**config.mk**
```make
export PLATFORM = sky130hd
export DESIGN_NAME = ps2_cmd_decoder
export DESIGN_NICKNAME = d
export VERILOG_FILES = /design/src/rtl/ps2_cmd_decoder_pkg.sv /design/src/rtl/ps2_prefix_fsm.sv /design/src/rtl/ps2_cmd_decoder.sv
export SDC_FILE = /design/constraint.sdc
export NUM_CORES = 1
export LEC_CHECK = 0
export CAP_MARGIN = 0
export CORE_MARGIN = 8
export CORE_UTILIZATION = 58
export CTS_CLUSTER_DIAMETER = 200
export CTS_CLUSTER_SIZE = 14
export DETAILED_ROUTE_END_ITERATION = 8
export PLACE_DENSITY = 0.89
export SYNTH_ARGS = -nofsm -noshare
export SYNTH_HDL_FRONTEND = slang
export SYNTH_SLANG_ARGS = --single-unit
```
**constraint.sdc**
```tcl
create_clock -name CLK -period 3.6 [get_ports CLK]
set_clock_uncertainty 0.1 [all_clocks]
set_input_delay 0.54 -clock CLK [delete_from_list [all_inputs] [get_ports CLK]]
set_output_delay 0.54 -clock CLK [all_outputs]
set_load 0.02 [all_outputs]
```
**src/rtl/ps2_cmd_decoder_pkg.sv**
```systemverilog
// Shared scancode constants, prefix FSM state encoding and the scancode-to-digit
// mapping used by ps2_cmd_decoder and ps2_prefix_fsm.
package ps2_cmd_pkg;

  localparam logic [7:0] SC_BREAK = 8'hF0;
  localparam logic [7:0] SC_EXT   = 8'hE0;
  localparam logic [7:0] SC_ENTER = 8'h5A;
  localparam logic [7:0] SC_BKSP  = 8'h66;
  localparam logic [7:0] SC_ESC   = 8'h76;
  localparam logic [7:0] SC_P     = 8'h4D;
  localparam logic [7:0] SC_A     = 8'h1C;
  localparam logic [7:0] SC_G     = 8'h34;
  localparam logic [7:0] SC_R     = 8'h2D;

  localparam logic [7:0] SC_D0 = 8'h45;
  localparam logic [7:0] SC_D1 = 8'h16;
  localparam logic [7:0] SC_D2 = 8'h1E;
  localparam logic [7:0] SC_D3 = 8'h26;
  localparam logic [7:0] SC_D4 = 8'h25;
  localparam logic [7:0] SC_D5 = 8'h2E;
  localparam logic [7:0] SC_D6 = 8'h36;
  localparam logic [7:0] SC_D7 = 8'h3D;
  localparam logic [7:0] SC_D8 = 8'h3E;
  localparam logic [7:0] SC_D9 = 8'h46;

  typedef enum logic [1:0] {
    P_IDLE  = 2'd0,
    P_BREAK = 2'd1,
    P_EXT   = 2'd2
  } prefix_state_e;

  // Returns {is_digit, digit}; digit is 0 for non-digit codes.
  function automatic logic [4:0] sc_to_digit(input logic [7:0] sc);
    logic [4:0] r;
    unique case (sc)
      SC_D0:   r = {1'b1, 4'd0};
      SC_D1:   r = {1'b1, 4'd1};
      SC_D2:   r = {1'b1, 4'd2};
      SC_D3:   r = {1'b1, 4'd3};
      SC_D4:   r = {1'b1, 4'd4};
      SC_D5:   r = {1'b1, 4'd5};
      SC_D6:   r = {1'b1, 4'd6};
      SC_D7:   r = {1'b1, 4'd7};
      SC_D8:   r = {1'b1, 4'd8};
      SC_D9:   r = {1'b1, 4'd9};
      default: r = 5'd0;
    endcase
    return r;
  endfunction

endpackage

```
**src/rtl/ps2_prefix_fsm.sv**
```systemverilog
// Strips F0 (break) and E0 (extended) prefixes from the PS/2 byte stream and
// emits a combinational make_tick for each make code that should be acted on.
module ps2_prefix_fsm
  import ps2_cmd_pkg::*;
(
  input  logic          clk_i,
  input  logic          reset_i,
  input  logic          rx_tick,
  input  logic [7:0]    din,
  output logic          make_tick,
  output logic [7:0]    make_code,
  output logic          is_ext,
  output prefix_state_e state_o
);

  prefix_state_e state_q, state_d;

  always_ff @(posedge clk_i) begin
    if (reset_i) state_q <= P_IDLE;
    else         state_q <= state_d;
  end

  // Handshake: a byte is consumed only in a cycle where rx_tick is high;
  // make_tick is valid in that same cycle and has no back-pressure.
  always_comb begin
    state_d   = state_q;
    make_tick = 1'b0;
    make_code = din;
    is_ext    = 1'b0;
    if (rx_tick) begin
      unique case (state_q)
        P_IDLE: begin
          if (din == SC_BREAK)    state_d = P_BREAK;
          else if (din == SC_EXT) state_d = P_EXT;
          else                    make_tick = 1'b1;
        end
        P_BREAK: state_d = P_IDLE;
        P_EXT: begin
          state_d = (din == SC_BREAK) ? P_BREAK : P_IDLE;
          // Only keypad Enter is meaningful among extended make codes.
          if (din == SC_ENTER) begin
            make_tick = 1'b1;
            is_ext    = 1'b1;
          end
        end
        default: state_d = P_IDLE;
      endcase
    end
  end

  assign state_o = state_q;

endmodule

```
**src/rtl/ps2_cmd_decoder.sv**
```systemverilog
// PS/2 set-2 command decoder: decimal entry with range-checked commit, flags and
// FSM reset pulse. Define ENTRY_TIMEOUT_EN to build the partial-entry timeout.
module ps2_cmd_decoder
  import ps2_cmd_pkg::*;
#(
  parameter int          NUM_DIGITS     = 3,
  parameter int          MAX_VALUE      = 125,
  parameter int unsigned TIMEOUT_CYCLES = 500000000
) (
  input  logic                    CLK,
  input  logic                    reset,
  input  logic                    rx_tick,
  input  logic [7:0]              din,
  output logic [4*NUM_DIGITS-1:0] value_bcd,
  output logic                    value_valid,
  output logic                    commit_tick,
  output logic                    error_tick,
  output logic [2:0]              entry_count,
  output logic [2:0]              flags,
  output logic                    greset,
  output logic                    timeout_tick
);

  localparam int BW = 4 * NUM_DIGITS;

  // MAX_VALUE in BCD, clamped to the largest value the entry can hold.
  function automatic logic [BW-1:0] max_to_bcd(input int unsigned v);
    logic [BW-1:0] r;
    int unsigned   x, lim;
    lim = 1;
    for (int i = 0; i < NUM_DIGITS; i++) lim = lim * 10;
    x = (v >= lim) ? lim - 1 : v;
    r = '0;
    for (int i = 0; i < NUM_DIGITS; i++) begin
      r[4*i +: 4] = 4'(x % 10);
      x = x / 10;
    end
    return r;
  endfunction

  localparam logic [BW-1:0] MAX_BCD = max_to_bcd(MAX_VALUE);

  // Most significant differing digit decides the ordering.
  function automatic logic bcd_le(input logic [BW-1:0] a, input logic [BW-1:0] b);
    logic le, done;
    le   = 1'b1;
    done = 1'b0;
    for (int i = NUM_DIGITS - 1; i >= 0; i--) begin
      if (!done && (a[4*i +: 4] != b[4*i +: 4])) begin
        done = 1'b1;
        le   = a[4*i +: 4] < b[4*i +: 4];
      end
    end
    return le;
  endfunction

  logic          mk_tick, mk_ext;
  logic [7:0]    mk_code;
  prefix_state_e unused_prefix_state;
  logic [4:0]    dig_info;
  logic          tmo_fire;

  logic [BW-1:0] entry_q, entry_d, value_q, value_d;
  logic [2:0]    count_q, count_d, flags_q, flags_d;
  logic          valid_q, valid_d, commit_q, commit_d, error_q, error_d;
  logic          greset_q, greset_d, tmo_q, tmo_d;

  ps2_prefix_fsm u_prefix (
    .clk_i     (CLK),
    .reset_i   (reset),
    .rx_tick   (rx_tick),
    .din       (din),
    .make_tick (mk_tick),
    .make_code (mk_code),
    .is_ext    (mk_ext),
    .state_o   (unused_prefix_state)
  );

  assign dig_info = sc_to_digit(mk_code);

`ifdef ENTRY_TIMEOUT_EN
  localparam logic [31:0] TMO_LAST = 32'(TIMEOUT_CYCLES - 1);
  logic [31:0] tcnt_q;

  always_ff @(posedge CLK) begin
    if (reset)                                  tcnt_q <= '0;
    else if (mk_tick)                           tcnt_q <= '0;
    else if (count_q != 3'd0 && tcnt_q != TMO_LAST) tcnt_q <= tcnt_q + 32'd1;
  end

  assign tmo_fire = !mk_tick && (count_q != 3'd0) && (tcnt_q == TMO_LAST);
`else
  wire timeout_cfg_unused = (TIMEOUT_CYCLES != 0);
  assign tmo_fire = 1'b0;
`endif

  always_comb begin
    entry_d  = entry_q;
    count_d  = count_q;
    value_d  = value_q;
    valid_d  = valid_q;
    flags_d  = flags_q;
    commit_d = 1'b0;
    error_d  = 1'b0;
    greset_d = 1'b0;
    tmo_d    = 1'b0;
    if (mk_tick) begin
      if (mk_code == SC_ENTER) begin
        if (count_q != 3'd0) begin
          if (bcd_le(entry_q, MAX_BCD)) begin
            value_d  = entry_q;
            valid_d  = 1'b1;
            commit_d = 1'b1;
          end else begin
            error_d = 1'b1;
          end
          entry_d = '0;
          count_d = 3'd0;
        end
      end else if (!mk_ext && dig_info[4]) begin
        if (count_q == 3'(NUM_DIGITS)) begin
          error_d = 1'b1;
        end else begin
          entry_d      = entry_q << 4;
          entry_d[3:0] = dig_info[3:0];
          count_d      = count_q + 3'd1;
        end
      end else if (!mk_ext) begin
        unique case (mk_code)
          SC_BKSP: if (count_q != 3'd0) begin
            entry_d = entry_q >> 4;
            count_d = count_q - 3'd1;
          end
          SC_ESC: begin
            entry_d = '0;
            count_d = 3'd0;
          end
          SC_P: flags_d[2] = ~flags_q[2];
          SC_A: flags_d[1] = ~flags_q[1];
          SC_G: flags_d[0] = ~flags_q[0];
          SC_R: begin
            greset_d = 1'b1;
            flags_d  = 3'b000;
            entry_d  = '0;
            count_d  = 3'd0;
          end
          default: ;
        endcase
      end
    end else if (tmo_fire) begin
      entry_d = '0;
      count_d = 3'd0;
      tmo_d   = 1'b1;
    end
  end

  always_ff @(posedge CLK) begin
    if (reset) begin
      entry_q  <= '0;
      count_q  <= 3'd0;
      value_q  <= '0;
      valid_q  <= 1'b0;
      flags_q  <= 3'b000;
      commit_q <= 1'b0;
      error_q  <= 1'b0;
      greset_q <= 1'b0;
      tmo_q    <= 1'b0;
    end else begin
      entry_q  <= entry_d;
      count_q  <= count_d;
      value_q  <= value_d;
      valid_q  <= valid_d;
      flags_q  <= flags_d;
      commit_q <= commit_d;
      error_q  <= error_d;
      greset_q <= greset_d;
      tmo_q    <= tmo_d;
    end
  end

  assign value_bcd    = value_q;
  assign value_valid  = valid_q;
  assign commit_tick  = commit_q;
  assign error_tick   = error_q;
  assign entry_count  = count_q;
  assign flags        = flags_q;
  assign greset       = greset_q;
  assign timeout_tick = tmo_q;

endmodule

```
## Yosys cells after proc, flatten, opt, wreduce, memory -nomap -nowiden

Cells that the tools add are included.

| word-level totals | value |
|---|---|
| bits in registers | 36 |
| latch bits | 0 |
| memory bits (writable) | 0 |
| memory bits (read-only) | 0 |
| input bits | 11 |
| word-level logic and storage cells | 125 |
| memories kept | 0 |

| operators by class | value |
|---|---|
| add/sub/neg operators | 2 |
| $mul | 0 |
| divide/modulo/power cells | 0 |
| order comparisons | 3 |
| eq/ne operators | 29 |
| shift operators | 0 |
| muxes and demuxes | 50 |
| bitwise logic cells | 8 |
| reductions and logical operators | 22 |

Operators with widths:

| cell | number |
|---|---|
| $mux W12 | 6 |
| $eq A8 B6 Y1 const B | 8 |
| $pmux W5 S10 | 1 |
| $eq A8 B7 Y1 const B | 6 |
| $mux W1 | 28 |
| $eq A8 B5 Y1 const B | 3 |
| $pmux W12 S2 | 1 |
| $mux W3 | 6 |
| $eq A8 B8 Y1 const B | 2 |
| $reduce_and A5 Y1 | 3 |
| $not A1 Y1 | 8 |
| $pmux W1 S2 | 4 |
| $ne A3 B1 Y1 const B | 2 |
| $ne A3 B3 Y1 const B | 2 |
| $pmux W3 S2 | 1 |
| $reduce_and A6 Y1 | 1 |
| $reduce_bool A2 Y1 | 3 |
| $reduce_or A5 Y1 | 1 |
| $lt A4 B1 Y1 const B | 1 |
| $lt A4 B2 Y1 const B | 1 |
| $lt A4 B3 Y1 const B | 1 |
| $mux W2 | 2 |
| $ne A4 B1 Y1 const B | 1 |
| $ne A4 B2 Y1 const B | 1 |
| 16 further kinds | 21 |

## Depth between registers and ports, before layout

| logic depth | value |
|---|---|
| depth in word-level cells | 21 |
| depth in mapped cells | 9 |

## Hierarchy

A second synthesis with hierarchy kept.

| second synthesis, totals | value |
|---|---|
| cell total of the unflattened synthesis | 258 |
| area, all modules | 2258.4 sq um |

Modules (own cells, without submodules):

| module | instances | cells each | area an instance (sq um) | seq. area each (sq um) |
|---|---|---|---|---|
| ps2_cmd_decoder | 1 | 232 | 2037.0 | 680.7 |
| ps2_prefix_fsm | 1 | 26 | 221.5 | 40.0 |

## Worst setup path before layout

Ideal clock, no wire load.

| timing path | value |
|---|---|
| path kind | input port to flip-flop |
| start | input port din[4] |
| end | register entry_q[2] |
| library setup time | 0.096 ns |
| data arrival time | 2.169 ns |
| data required time | 3.404 ns |
| path slack | 1.236 ns |
| stages on the path | 7 |
| path through | buf_6 > xor2_1 > mux2_4 > a221oi_4 > or2b_2 > nand3_4 > o41ai_2 |

| on the way | value |
|---|---|
| longest elaborated chain between the ends | 8 |
| elaborated cells between the ends (all ways) | 38 |

Ends and longest elaborated chain:

| item | line | text |
|---|---|---|
| start: declaration | ps2_cmd_decoder.sv:13 | `input logic [7:0] din,` |
| $eq A8 B7 Y1 | ps2_prefix_fsm.sv:41, ps2_cmd_decoder.sv:108 |  |
| $mux W1 | ps2_prefix_fsm.sv:41 | `if (din == SC_ENTER) begin` |
| $mux W1 | ps2_prefix_fsm.sv:31 | `unique case (state_q)` |
| $mux W1 | ps2_prefix_fsm.sv:30 | `if (rx_tick) begin` |
| $logic_not A1 Y1 | n/a |  |
| $logic_and A1 B1 Y1 | ps2_cmd_decoder.sv:120 | `end else if (!mk_ext && dig_info[4]) begin` |
| $ne A3 B3 Y1 (no line) (tied with other cells) | n/a |  |
| $reduce_and A6 Y1 (no line) / $mux W12 (equally long branches) | n/a |  |
| end signal: assignment | ps2_cmd_decoder.sv:169 | `entry_q <= entry_d;` |
| end: declaration | ps2_cmd_decoder.sv:63 | `logic [BW-1:0] entry_q, entry_d, value_q, value_d;` |

Several ways; a longest one is shown, not always the timed one. The select of a mux whose other input is x is not followed.
A chain may end at the register's enable or synchronous reset.

## Worst setup path in the final report

| timing path | value |
|---|---|
| start | input port din[1] |
| end | register entry_q[7] |

Same word-level chain as after synthesis.

==> metrics.md <==
| Metric | Value |
|---|---|
| Maximum vdd drop | `around 250 uV` |
| Register area share after synthesis | `0.334` |
| Mapped Cells | `234` |
| Wire per inst | `16.8 um` |
| CORE AREA | `3630 um^2` |
| Area of the multi-input gates | `1310 um^2` |
| Register area | `about 720 um^2` |
| Slowest Stage Delay on Critical Path | `approximately 760 ps` |
| Initial DRC count | `186` |
| Pwr Total | `~0.81 mW` |
| TritonCTS clock tree | `yes` |
| Combinational share of power | `0.123` |
| Area of the mapped netlist | `2160 um^2` |
| Levels on crit path | `8` |
| Crit start category | `primary input` |
| Clock buffer depth | `2` |
| Syn-to-layout area delta | `19.1%` |
| Crit Path Max Fanout | `13` |
| Hold Path Class | `reg -> reg` |
| Ys flop type | `dfxtp_1` |
| Yosys top cell area share | `0.334` |
| Pwr dens | `314 nW/um^2` |
| Vias in the first global route | `1872` |
| RSZ-0062 raised after global routing | `no` |
| Inst Count DP | `303` |
| Total clock sinks | `36` |
| Crit path kind | `in -> reg` |
| Reg power frac | `0.499` |
| Outcome | `completed` |
| H-tree depth | `2` |
| Final Hold Vio Count | `0` |
| Worst hold slack | `359 ps` |
| R2r worst-path depth | `7` |
| Clock power frac | `0.378` |
| Min-Delay Path Depth | `1` |
| Die area | `5930 um^2` |
| Asr flop ratio synth | `0` |
| Crit path arrival time | `3130 ps` |
| Fillers | `297` |
| Layout Cells excl Fill | `310` |
| Grt ovf | `0` |
| Setup violations, final | `0` |
| Yosys reg bits | `36` |
| LEAKAGE | `0.877 nW` |
| Largest delay share family, worst path | `buffers and inverters` |
| Antenna violations before repair | `0` |
| Row cnt | `22` |
| Final WS setup | `between 500 and 600 ps` |
| Diode count | `0` |
| Post_cts resized | `0` |
| Hold-fix buffers, CTS | `0` |
| P_sw | `0.199 mW` |
| Minimum clock period | `3010 ps` |
| Least-Margin Pin Slew | `672 ps` |
| Highest clock rate | `332 MHz` |
| Final Wtd Congestion | `0.915` |
| Layout Utilization | `0.708` |
| Post-synth EDFFs | `0` |
| Final ANT Viol Nets | `0` |
| Starting density of the core | `0.595` |
| Worst EP required | `3720 ps` |
| Die Ht | `77.0 um` |
| # DRC | `0` |
| Post-CTS Setup Bufs | `0` |
| DR vias | `1885` |
| Setup TNS | `0 ps` |
| CP cell instances | `clkdlybuf4s50_1 -> nand4bb_1 -> a2111oi_4 -> a221oi_4 -> buf_4 -> a21o_1 -> nor3_4 -> mux2i_1` |
| Clock-pin slew on the worst setup and hold paths | `70 ps` |
| Max_slew headroom | `0.549` |
| Synth top area cells | `dfxtp_1 (33%), mux2i_1 (6.9%), nor2_1 (4.0%)` |
| GR Util All Layers | `0.175` |
| Post-Route WL | `between 5000 and 6000 um` |
| Final instance area | `2570 um^2` |
| Latest clock arrival within the worst-skew pair | `290 ps` |
| Nets | `277` |
| Syn Nets | `249` |
| Placed Area | `roughly 2500 um^2` |
| DR pass1 iterations | `4` |
| HPWL Detailed | `~3800 um` |
| Most common cell after layout, fill and taps aside | `dfxtp_1` |
| Net Sw Frac | `0.246` |
| Crit path buffers/inverters | `2` |
| Cell taking the most area after synthesis | `dfxtp_1` |
| CTS root buf | `clkbuf_8` |
| # port buffers | `32` |
| CP max stage cell | `clkdlybuf4s50_1` |
| # IOs | `34` |
| First-pass GRT wire length | `8730 um` |
| Largest net degree at the start of global routing | `16` |
| Layout cells sized above 1 | `0.107` |
| Setup crit end kind | `flip-flop` |
| Max Cap Violations | `0` |
| Synth cell types | `62` |
| Internal power | `just over 0.6 mW` |
| Num CTS Buffers | `5` |
| Syn Area/Cell | `9.23 um^2` |
| Final Max Slew Viols | `0` |
| Die Wd | `approximately 77 um` |
| Via-to-Cell Ratio | `6.08` |
| YS warnings | `0` |
| Final Cycle Share | `0.837` |
| Most frequent cells in the layout | `dfxtp_1 (36), clkdlybuf4s50_1 (32), nor2_1 (23)` |
| DP Worst Slack | `315 ps` |
synthesized netlist by cell type (all sizes together), types with 2 or more instances:
cell and instances:
nor2b 8, nor3b 3, a211oi 3, o21ai 3, nand2b 10, nand2 18, o2bb2ai 2, and2 3
a21oi 7, a311oi 3, nand3 5, a32o 3, nor2 23, and3 2, mux2i 15, inv 6
mux2 2, nor4 6, nor3 9, ha 4, buf 12, nand4 4, xor2 4, a22o 3
clkbuf 5, nand4bb 5, a31oi 8, or3 2, a211o 2, dfxtp 36
layout make-up:
| cell class | instances | share of cell area |
|---|---|---|
| multi-input combinational | 175 | 0.509 |
| sequential | 36 | 0.280 |
| timing repair buffer | 38 | 0.142 |
| clock buffer | 7 | 0.0374 |
| tap | 48 | 0.0233 |
| inverter | 6 | 0.00875 |
final timing paths:
kind,from,to,slack [ps]
worst max-delay path,din[1],entry_q[7],590
worst min-delay path,value_bcd[10],value_bcd[10],360
worst max register to register,entry_q[4],value_bcd[8],1300
worst min register to register,value_bcd[10],value_bcd[10],360
sequential cells by signal (all words and copies together) (netlist names):
name / count
entry_count: 3
flags: 3
error_tick: 1
u_prefix.state_o: 2
commit_tick: 1
value_bcd: 12
entry_q: 12
value_valid: 1
greset: 1
metal layers:
| layer | wire length [um] | global-route usage | part of all wire | up-vias |
|---|---|---|---|---|
| met5 | 0 | 0 | 0 | - |
| met4 | 88 | 0.0736 | 0.017 | 0 |
| met3 | 373 | 0.0524 | 0.072 | 12 |
| met2 | 2500 | 0.282 | 0.48 | 72 |
| met1 | 2240 | 0.211 | 0.43 | 889 |
| li1 | - | - | - | 912 |
cell families after synthesis:
group                      count (synthesis)  share of synthesized area
other                                      1                    0.00174
AOI/OAI and AO/OA                         46                      0.190
buffers and inverters                     23                     0.0608
DFF                                       36                      0.334
xor gates and xnor gates                   4                     0.0162
and+or+nand+nor                          103                      0.293
adders and majority gates                  4                     0.0232
muxes                                     17                     0.0816
power by group through the flow:
stage	Clock, mW	Sequential, mW	Combinational, mW
detailed placement	0	0.412	0.0974
floorplan	0	0.413	0.0700
global route	0.329	0.403	0.107
CTS	0.311	0.403	0.0980
finish	0.306	0.403	0.0997
global placement	0	0.412	0.0952
No activity file was read; power rests on OpenSTA's default activity.
